<file path="src/rtl/rom_playback_ctrl.sv">
// rom_playback_ctrl
//   Sequencer for the ROM display datapath. It conditions the three board
//   buttons with a synchronizer and debouncer. It runs a PAUSED/RUN mode with
//   three playback speeds. It steps the ROM read address at the selected rate
//   and pulses word_load when the ROM word for the current address is valid.
//
// Ports
//   clk        in   system clock, all flops rising-edge
//   rst_n      in   asynchronous active-low reset
//   btn_p      in   raw pause/resume button (async, active-high)
//   btn_spdup  in   raw speed-up button (async, active-high)
//   btn_spddn  in   raw speed-down button (async, active-high)
//   rom_addr   out  registered ROM read address
//   word_load  out  1-cycle pulse: ROM data for rom_addr is valid
//   st         out  00 PAUSED, 01 RUN_SLOW, 10 RUN_NORMAL, 11 RUN_FAST
//   tick_led   out  toggles on every address step
module rom_playback_ctrl #(
  parameter int CLK_FREQ = 500,
  parameter int ADDR_W   = 7,
  parameter int ADDR_MAX = 127,
  parameter int DEB_CYC  = 16
) (
  input  logic              clk,
  input  logic              rst_n,
  input  logic              btn_p,
  input  logic              btn_spdup,
  input  logic              btn_spddn,
  output logic [ADDR_W-1:0] rom_addr,
  output logic              word_load,
  output logic [1:0]        st,
  output logic              tick_led
);

  localparam int TMR_W    = $clog2(4 * CLK_FREQ);
  localparam int DEB_W    = $clog2(DEB_CYC);
  localparam int FAST_PER = (CLK_FREQ / 4 > 0) ? (CLK_FREQ / 4) : 1;

  localparam logic [TMR_W-1:0]  LAST_SLOW = TMR_W'(4 * CLK_FREQ - 1);
  localparam logic [TMR_W-1:0]  LAST_NORM = TMR_W'(CLK_FREQ - 1);
  localparam logic [TMR_W-1:0]  LAST_FAST = TMR_W'(FAST_PER - 1);
  localparam logic [DEB_W-1:0]  DEB_LAST  = DEB_W'(DEB_CYC - 1);
  localparam logic [ADDR_W-1:0] ADDR_LAST = ADDR_W'(ADDR_MAX);

  typedef enum logic {
    MODE_PAUSED = 1'b0,
    MODE_RUN    = 1'b1
  } mode_e;

  // Encoded so that the speed value is directly the RUN state code on st.
  typedef enum logic [1:0] {
    SPD_SLOW   = 2'b01,
    SPD_NORMAL = 2'b10,
    SPD_FAST   = 2'b11
  } speed_e;

  // Button vectors: bit 0 pause, bit 1 speed-up, bit 2 speed-down.
  logic [2:0]            sync1_q, sync1_d;
  logic [2:0]            sync2_q, sync2_d;
  logic [2:0]            stable_q, stable_d;
  logic [2:0]            stable_dly_q, stable_dly_d;
  logic [2:0]            press_q, press_d;
  logic [2:0][DEB_W-1:0] deb_cnt_q, deb_cnt_d;

  mode_e             mode_q, mode_d;
  speed_e            speed_q, speed_d;
  logic [TMR_W-1:0]  tmr_q, tmr_d;
  logic [TMR_W-1:0]  tmr_last;
  logic              step;
  logic [ADDR_W-1:0] addr_q, addr_d;
  logic              tick_q, tick_d;
  logic              upd_q, upd_d;
  logic              boot_q, boot_d;
  logic              load_q, load_d;
  logic [1:0]        st_q, st_d;

  // Button conditioning. A level change is only accepted after the
  // synchronized input has disagreed with the stable level for DEB_CYC
  // consecutive cycles. The press pulse comes from a delayed copy of the
  // stable level, so it is a clean registered 1-cycle pulse on rising edges.
  always_comb begin
    sync1_d      = {btn_spddn, btn_spdup, btn_p};
    sync2_d      = sync1_q;
    stable_d     = stable_q;
    deb_cnt_d    = deb_cnt_q;
    stable_dly_d = stable_q;
    press_d      = stable_q & ~stable_dly_q;
    for (int i = 0; i < 3; i++) begin
      if (sync2_q[i] == stable_q[i]) begin
        deb_cnt_d[i] = '0;
      end else if (deb_cnt_q[i] == DEB_LAST) begin
        stable_d[i]  = sync2_q[i];
        deb_cnt_d[i] = '0;
      end else begin
        deb_cnt_d[i] = deb_cnt_q[i] + 1'b1;
      end
    end
  end

  // Mode/speed control. Pause outranks speed-up, which outranks speed-down;
  // a lower-priority press in the same cycle is simply lost. Speed changes are
  // accepted while paused and take effect on resume.
  always_comb begin
    mode_d  = mode_q;
    speed_d = speed_q;
    if (press_q[0]) begin
      mode_d = (mode_q == MODE_RUN) ? MODE_PAUSED : MODE_RUN;
    end else if (press_q[1]) begin
      case (speed_q)
        SPD_SLOW:   speed_d = SPD_NORMAL;
        SPD_NORMAL: speed_d = SPD_FAST;
        default:    speed_d = SPD_FAST;
      endcase
    end else if (press_q[2]) begin
      case (speed_q)
        SPD_FAST:   speed_d = SPD_NORMAL;
        SPD_NORMAL: speed_d = SPD_SLOW;
        default:    speed_d = SPD_SLOW;
      endcase
    end
    st_d = (mode_d == MODE_RUN) ? speed_d : 2'b00;
  end

  // Step timer. It counts only in RUN and holds while paused, so a resume
  // finishes the interrupted period. A real speed change restarts the period,
  // but a step due in that same cycle is still issued.
  always_comb begin
    case (speed_q)
      SPD_SLOW: tmr_last = LAST_SLOW;
      SPD_FAST: tmr_last = LAST_FAST;
      default:  tmr_last = LAST_NORM;
    endcase
    step  = (mode_q == MODE_RUN) && (tmr_q >= tmr_last);
    tmr_d = tmr_q;
    if (mode_q == MODE_RUN) begin
      tmr_d = step ? '0 : tmr_q + 1'b1;
    end
    if (speed_d != speed_q) begin
      tmr_d = '0;
    end
  end

  // Address stepping and load pulse. upd_q marks the cycle in which rom_addr
  // took a new value. The ROM needs one more cycle, so word_load is upd_q
  // delayed by one. boot_q forces a single load of address 0 after reset.
  always_comb begin
    addr_d = addr_q;
    if (step) begin
      addr_d = (addr_q == ADDR_LAST) ? '0 : addr_q + 1'b1;
    end
    tick_d = tick_q ^ step;
    upd_d  = step | ~boot_q;
    boot_d = 1'b1;
    load_d = upd_q;
  end

  always_ff @(posedge clk or negedge rst_n) begin
    if (!rst_n) begin
      sync1_q      <= '0;
      sync2_q      <= '0;
      stable_q     <= '0;
      stable_dly_q <= '0;
      press_q      <= '0;
      deb_cnt_q    <= '0;
      mode_q       <= MODE_PAUSED;
      speed_q      <= SPD_NORMAL;
      tmr_q        <= '0;
      addr_q       <= '0;
      tick_q       <= 1'b0;
      upd_q        <= 1'b0;
      boot_q       <= 1'b0;
      load_q       <= 1'b0;
      st_q         <= 2'b00;
    end else begin
      sync1_q      <= sync1_d;
      sync2_q      <= sync2_d;
      stable_q     <= stable_d;
      stable_dly_q <= stable_dly_d;
      press_q      <= press_d;
      deb_cnt_q    <= deb_cnt_d;
      mode_q       <= mode_d;
      speed_q      <= speed_d;
      tmr_q        <= tmr_d;
      addr_q       <= addr_d;
      tick_q       <= tick_d;
      upd_q        <= upd_d;
      boot_q       <= boot_d;
      load_q       <= load_d;
      st_q         <= st_d;
    end
  end

  assign rom_addr  = addr_q;
  assign word_load = load_q;
  assign st        = st_q;
  assign tick_led  = tick_q;

endmodule
</file>
<file path="config.mk">
export PLATFORM = sky130hd
export DESIGN_NAME = rom_playback_ctrl
export DESIGN_NICKNAME = d
export VERILOG_FILES = /design/src/rtl/rom_playback_ctrl.sv
export SDC_FILE = /design/constraint.sdc
export NUM_CORES = 1
export LEC_CHECK = 0
export ABC_AREA = 1
export CAP_MARGIN = 10
export CORE_ASPECT_RATIO = 1.1
export CORE_MARGIN = 10
export CORE_UTILIZATION = 53
export CTS_CLUSTER_DIAMETER = 100
export DETAILED_ROUTE_END_ITERATION = 16
export HOLD_SLACK_MARGIN = 0.15
export PLACE_DENSITY = 0.8
export SLEW_MARGIN = 20
export SYNTH_ARGS = -nofsm -noshare
export SYNTH_HDL_FRONTEND = slang
export SYNTH_SLANG_ARGS = --single-unit
</file>
<file path="constraint.sdc">
create_clock -name clk -period 1.7 [get_ports clk]
set_input_delay 0.17 -clock clk [delete_from_list [all_inputs] [get_ports clk]]
set_output_delay 0.17 -clock clk [all_outputs]
set_load 0.02 [all_outputs]
</file>
==> flow_metrics.tcl, run 1 <==
set metrics [dict create \
    setup_viol 20 \
    post_dp_cell_area_um2 3070 \
    die_w_um 88.0 \
    drt-initial-drc-count 119 \
    drive_above_1_share_pct 23.3 \
    clock_path_buffers 2 \
    syn_avg_cell_area_um2 8.95 \
    cts_made_buffers 5 \
    clock_skew_ns 0.00683 \
    grt_pass1_wl_um 9200 \
    instances_no_fill 401 \
    overflow 0 \
    p_leak_nw 1.65 \
    setup_ws_ns -0.271 \
    grt_usage_pct 13.6 \
    viasPerCell 5.13 \
    worstSetupPathType "register to register" \
    io_buffer_count 15 \
    critPathCaptureType "register" \
    final_area_um2 3320 \
    synth_compound_area_share_pct 5.34 \
    synth-edff-count 0 \
    arrival_ns 2.22 \
    first_global_vias 2142 \
    yosys.area.top_type "dfrtp_1" \
    cts_htree_levels 2 \
    netlist_top_cells_area "dfrtp_1 (49%), nand2_1 (8.5%), ha_1 (7.0%), nor2_1 (6.0%), inv_1 (5.4%)" \
    cp_max_fo 7 \
    n_antenna_cell 0 \
    start_util_pct 54.3 \
    yosys.area_share.simple_pct 25.1 \
    min_period_ns 1.97 \
    ioPinCount 16 \
    yosys.area.top_type_share_pct 49.2 \
    synth_cell_types 28 \
    ys_seq_area_share_pct 50.2 \
    avgRoutedWirePerCell_um 13.0 \
    drt_wl_total_um 5210 \
    path_cells "inv_2, nand2_4, inv_4, ha_4, nand2_2, inv_2, nand2_2, nor2_2, nand2_1, nand2_2, o21ai_2, buf_6, nand2_8, nor2_2" \
    ant_nets 0 \
    start_kind "register" \
    fmax_mhz 507 \
    synth_adder_area_share_pct 6.96 \
    synth_warnings 0 \
    slew_violations 0 \
    grt_antenna_before_repair 0 \
    dp_cells 388 \
    area_growth_pct 23.2 \
    syn_inst 301 \
    cp.required_ns 1.95 \
    cap_violations 0 \
    ys_ff_latch 54 \
    place_congestion 0.851 \
    async_flop_share_pct 100 \
    violations "negative setup slack" \
    min_period_over_period_pct 116 \
    dieArea_um2 8340 \
    insertion_delay_ns 0.31 \
    synthesis.nets 321 \
    rows 27 \
    synth_flop_cell "dfrtp_1" \
    clock_sinks 54 \
    dr.pass1.iters 4 \
    drc 0 \
    layout.nets 362 \
    power_mw 2.62 \
    cp_common_cell "nand2_2" \
    grt_max_degree 55 \
    core_area_um2 4970 \
    crit_path_top_delay_cell "dfstp_2" \
    path_buf_inv 4 \
    synth_top_family_by_area "simple AND/OR/NAND/NOR gates" \
    rsz0062_at_grt "true" \
    cts_tree "done" \
    critPathMaxStageDelay_ns 0.57 \
    critPathTopFamily "simple AND/OR/NAND/NOR gates" \
    clk_transition_reported_paths_ns 0.10 \
    root_buffer "clkbuf_8" \
    vias 2056 \
    p_per_area_nw_per_um2 788 \
    syn_area_um2 2700 \
    peakVddDrop_mv 0.628 \
    synth-xor-area-share_pct 5.52 \
    hold_viol 0 \
    post-dp-hpwl_um 3660 \
    yosys-mux-area-fraction_pct 0 \
    status "complete, but fails checks" \
    die_y_um 94.8 \
    hold_path.class "primary input to register" \
]
cells in the mapped netlist, types with 2 or more instances:
cell type and number:
nand3_1 18, dfrtp_1 53, inv_2 2, o21ai_0 6, nand2_2 10, nor2_1 43, nor3_1 2, inv_1 39
nand2_4 2, a21oi_1 9, nand4_1 4, nand2_1 61, nand3b_1 3, xnor2_1 8, o21ai_2 6, xor2_1 9
ha_1 15
report_power, final:
part           leakage, nW  internal (mW)  switching (mW)
Clock               0.0563          0.449           0.446
Combinational        0.873          0.130           0.214
Sequential           0.720           1.33          0.0450
sequential cells by signal (all words and copies together), names as in the netlist:
register      flops
st                2
load_d            1
boot_q            1
sync1_q           3
tick_led          1
press_q           3
word_load         1
sync2_q           3
stable_dly_d      3
rom_addr          7
speed_q           2
tmr_q            11
stable_dly_q      3
mode_q            1
deb_cnt_q        12
kinds of logic after synthesis:
group           after synthesis
buf+inv                      43
other cells                   1
compound gates               23
fa+ha+maj                    15
xor+xnor                     17
flops                        54
simple gates                148
path summary, 6_finish.rpt:
| check | endpoint | start | slack (ns) | cells after the start |
|---|---|---|---|---|
| worst max register to register | tmr_q[4] | speed_q[1] | -0.27 | 14 |
| worst max-delay path | tmr_q[4] | speed_q[1] | -0.27 | 14 |
| worst min-delay path | sync1_q[2] | btn_spddn | 0.29 | 1 |
| min in group asynchronous | deb_cnt_q[4] | rst_n | 0.38 | 3 |
| max in group asynchronous | speed_q[1] | rst_n | 1.03 | 3 |
| worst min register to register | sync2_q[2] | sync1_q[2] | 0.36 | 0 |
metal layers:
metal  GRT usage [%]  part of all wire (%)
met5               0                     0
met4            6.12                   1.8
met3            2.93                   2.9
met2            22.5                    52
met1            16.6                    43
what timing repair did:
item	in CTS	in global routing
hold endpoints to repair	54	0
pin swaps	1	10
hold buffers	1	0
resized for setup	4	22
buffers inserted	1	2
gates cloned	0	1
setup endpoints to repair	20	20
cells in the final DEF, fill, tap and decap left out, types with 5 or more instances in the layout:
cell type,Yosys,layout
buf_4,1,16
o21ai_0,6,5
nand3_1,18,18
dfrtp_1,53,52
nand2_1,61,54
nor2_4,1,6
clkbuf_8,0,5
nor2_2,1,5
xor2_1,9,9
ha_1,15,11
nor2_1,43,35
clkdlybuf4s50_1,0,14
xnor2_1,8,8
inv_1,39,35
nand2_2,10,15
o21ai_2,6,7
a21oi_1,9,9
inv_2,2,5
per-stage QoR:
step                      hold WS [ns]  util, %  setup TNS, ns  worst slack [ns]
after floorplan                 -0.126        -          -1.10            -0.119
after global placement           0.184     61.7          -2.65            -0.162
after detailed placement         0.187     61.7          -3.27            -0.207
after CTS                        0.277     64.8          -3.84            -0.234
after global routing             0.284     66.9          -6.59            -0.401
final                            0.287     66.9          -4.48            -0.271
worst reg2reg max path, stage by stage (launching register included):
cell,delay [ns]
dfstp_2,0.57
inv_2,0.06
nand2_4,0.10
inv_4,0.06
ha_4,0.22
nand2_2,0.09
inv_2,0.04
nand2_2,0.06
nor2_2,0.03
nand2_1,0.06
nand2_2,0.08
o21ai_2,0.15
buf_6,0.17
nand2_8,0.10
nor2_2,0.12
cell type report:
type	instances	area [um2]
fillers	378	1650
multi-input cells	205	1300
clock inverters	3	48.8
clock buffers	5	68.8
flip-flops and latches	54	1350
repair buffers	35	318
well taps	58	72.6
inverters	41	156
Power figures use the tool's default switching activity.
==> inputs of run 2 (changes only) <==
HOLD_SLACK_MARGIN = unset   (was 0.15)
==> results of run 2 <==
Same layout as run 1: the final DEF is identical, and so are final timing and power.
==> inputs of run 3 (changes only) <==
CORE_UTILIZATION = 52   (was 53)
PLACE_DENSITY = 0.79   (was 0.8)
==> flow_metrics.tcl, run 3 (synthesized netlist as in run 1, its figures left out) <==
set metrics [dict create \
    cts_tree "done" \
    pre_cts_ws_ns -0.199 \
    final_common_cell "nand2_1" \
    slew_violations 0 \
    critPathCaptureType "register" \
    p_comb_share_pct 13.5 \
    layout.nets 364 \
    fill_cells 372 \
    vias 2047 \
    dr.pass1.iters 4 \
    layout_common_cells "nand2_1 (56), dfrtp_1 (53), nor2_1 (37), inv_1 (35), buf_4 (18)" \
    status "complete, but fails checks" \
    clock_path_buffers 2 \
    drt-initial-drc-count 140 \
    clock_power_share_pct 34.0 \
    seqPwrFrac_pct 52.5 \
    avgRoutedWirePerCell_um 13.5 \
    place_congestion 0.821 \
    rsz0062_at_grt "true" \
    cp_max_fo 4 \
    drc 0 \
    grt_usage_pct 13.8 \
    root_buffer "clkbuf_8" \
    ioPinCount 16 \
    viasPerCell 5.08 \
    top_register "deb_cnt_q" \
    post-dp-hpwl_um 3900 \
    rows 27 \
    hold_viol 0 \
    setup_viol 20 \
    cp.required_ns 1.91 \
    drive_above_1_share_pct 22.3 \
    io_buffer_count 15 \
    grt_antenna_before_repair 0 \
    p_switching_uw 715 \
    violations "negative setup slack" \
    rrSetupSlack_ns -0.27 \
    cap_violations 0 \
    start_kind "register" \
    min_period_over_period_pct 116 \
    final_area_um2 3340 \
    grt_pass1_wl_um 9210 \
    largest_register_ff_count 12 \
    clock_sinks 54 \
    arrival_ns 2.17 \
    grt_max_degree 36 \
    cts_htree_levels 2 \
    n_antenna_cell 0 \
    insertion_delay_ns 0.32 \
    overflow 0 \
    hold_path.class "primary input to register" \
    min_period_ns 1.97 \
    die_w_um 88.6 \
    first_global_vias 2016 \
    area_growth_pct 24.1 \
    clock_skew_ns 0.00954 \
    setup_ws_ns -0.266 \
    start_util_pct 53.9 \
    clk_transition_reported_paths_ns 0.11 \
    p_leak_nw 1.67 \
    peakVddDrop_mv 0.736 \
    intPower_mw 1.92 \
    post_dp_cell_area_um2 3060 \
    die_y_um 95.5 \
    cts_made_buffers 5 \
    ant_nets 0 \
    worstSetupPathType "register to register" \
    drt_wl_total_um 5450 \
    fmax_mhz 509 \
    dp_cells 387 \
    instances_no_fill 403 \
    dieArea_um2 8470 \
    switching_share_pct 27.2 \
    core_area_um2 5000 \
    p_per_area_nw_per_um2 787 \
]
-- run 3: through the flow --
| step | hold slack [ns] | total power, mW | util [%] | setup TNS (ns) |
|---|---|---|---|---|
| floorplan | -0.126 | 1.58 | - | -1.10 |
| global placement | 0.138 | 1.69 | 61.2 | -2.79 |
| detailed placement | 0.142 | 1.70 | 61.2 | -3.30 |
| CTS | 0.283 | 2.60 | 64.4 | -3.78 |
| global route | 0.289 | 2.74 | 66.9 | -6.71 |
| finish | 0.286 | 2.63 | 66.9 | -4.28 |
-- run 3: path summary, 6_finish.rpt --
path,start,endpoint,depth (start not counted)
worst max register to register,speed_q[1],rom_addr[5],12
worst min register to register,sync1_q[2],sync2_q[2],0
worst max-delay path,speed_q[1],rom_addr[5],12
min in group asynchronous,rst_n,deb_cnt_q[6],2
max in group asynchronous,rst_n,tick_led,3
worst min-delay path,btn_spdup,sync1_q[1],1
-- run 3: metal layers --
metal  up-vias  part of all wire (%)  wire, um  GRT usage [%]
li1       1028                     -         -              -
met1       983                    42      2300           15.5
met2        26                    52      2830           23.3
met3        10                   3.5       192           4.35
met4         0                   2.4       129           6.60
met5         -                     0         0              0
-- run 3: critical path, cell delays in order, from the launching register on --
cell and delay, ns:
dfstp_2 0.57, inv_2 0.05, nand2_4 0.10, inv_4 0.06
ha_4 0.28, nand2_2 0.06, nor2_1 0.11, nand3b_1 0.10
nand2_2 0.11, nor2_4 0.07, nor2_8 0.15, clkbuf_16 0.16
o21ai_2 0.04
-- run 3: power groups by stage --
stage | combinational (mW) | sequential [mW] | clock [mW]
after floorplan | 0.193 | 1.39 | 0
after global placement | 0.293 | 1.40 | 0
after detailed placement | 0.303 | 1.40 | 0
after CTS | 0.327 | 1.38 | 0.898
after global routing | 0.398 | 1.39 | 0.961
final | 0.355 | 1.38 | 0.896
-- run 3: area by class of cell --
type                    instances  area (um2)  area share, %
inverters                      41         156           4.68
well taps                      58        72.6           2.17
repair buffers                 38         367           11.0
clock inverters                 3        48.8           1.46
flip-flops and latches         54        1350           40.4
clock buffers                   5        68.8           2.06
multi-input cells             204        1280           38.2
-- run 3: timing repair --
| action | 4_1_cts | 5_1_grt |
|---|---|---|
| endpoints found under the hold margin | 18 | 0 |
| endpoints found under the setup margin | 20 | 20 |
| buffers inserted | 1 | 5 |
| hold buffers | 1 | 0 |
| gates cloned | 0 | 1 |
| pin swaps | 2 | 3 |
| gates resized for setup | 7 | 14 |
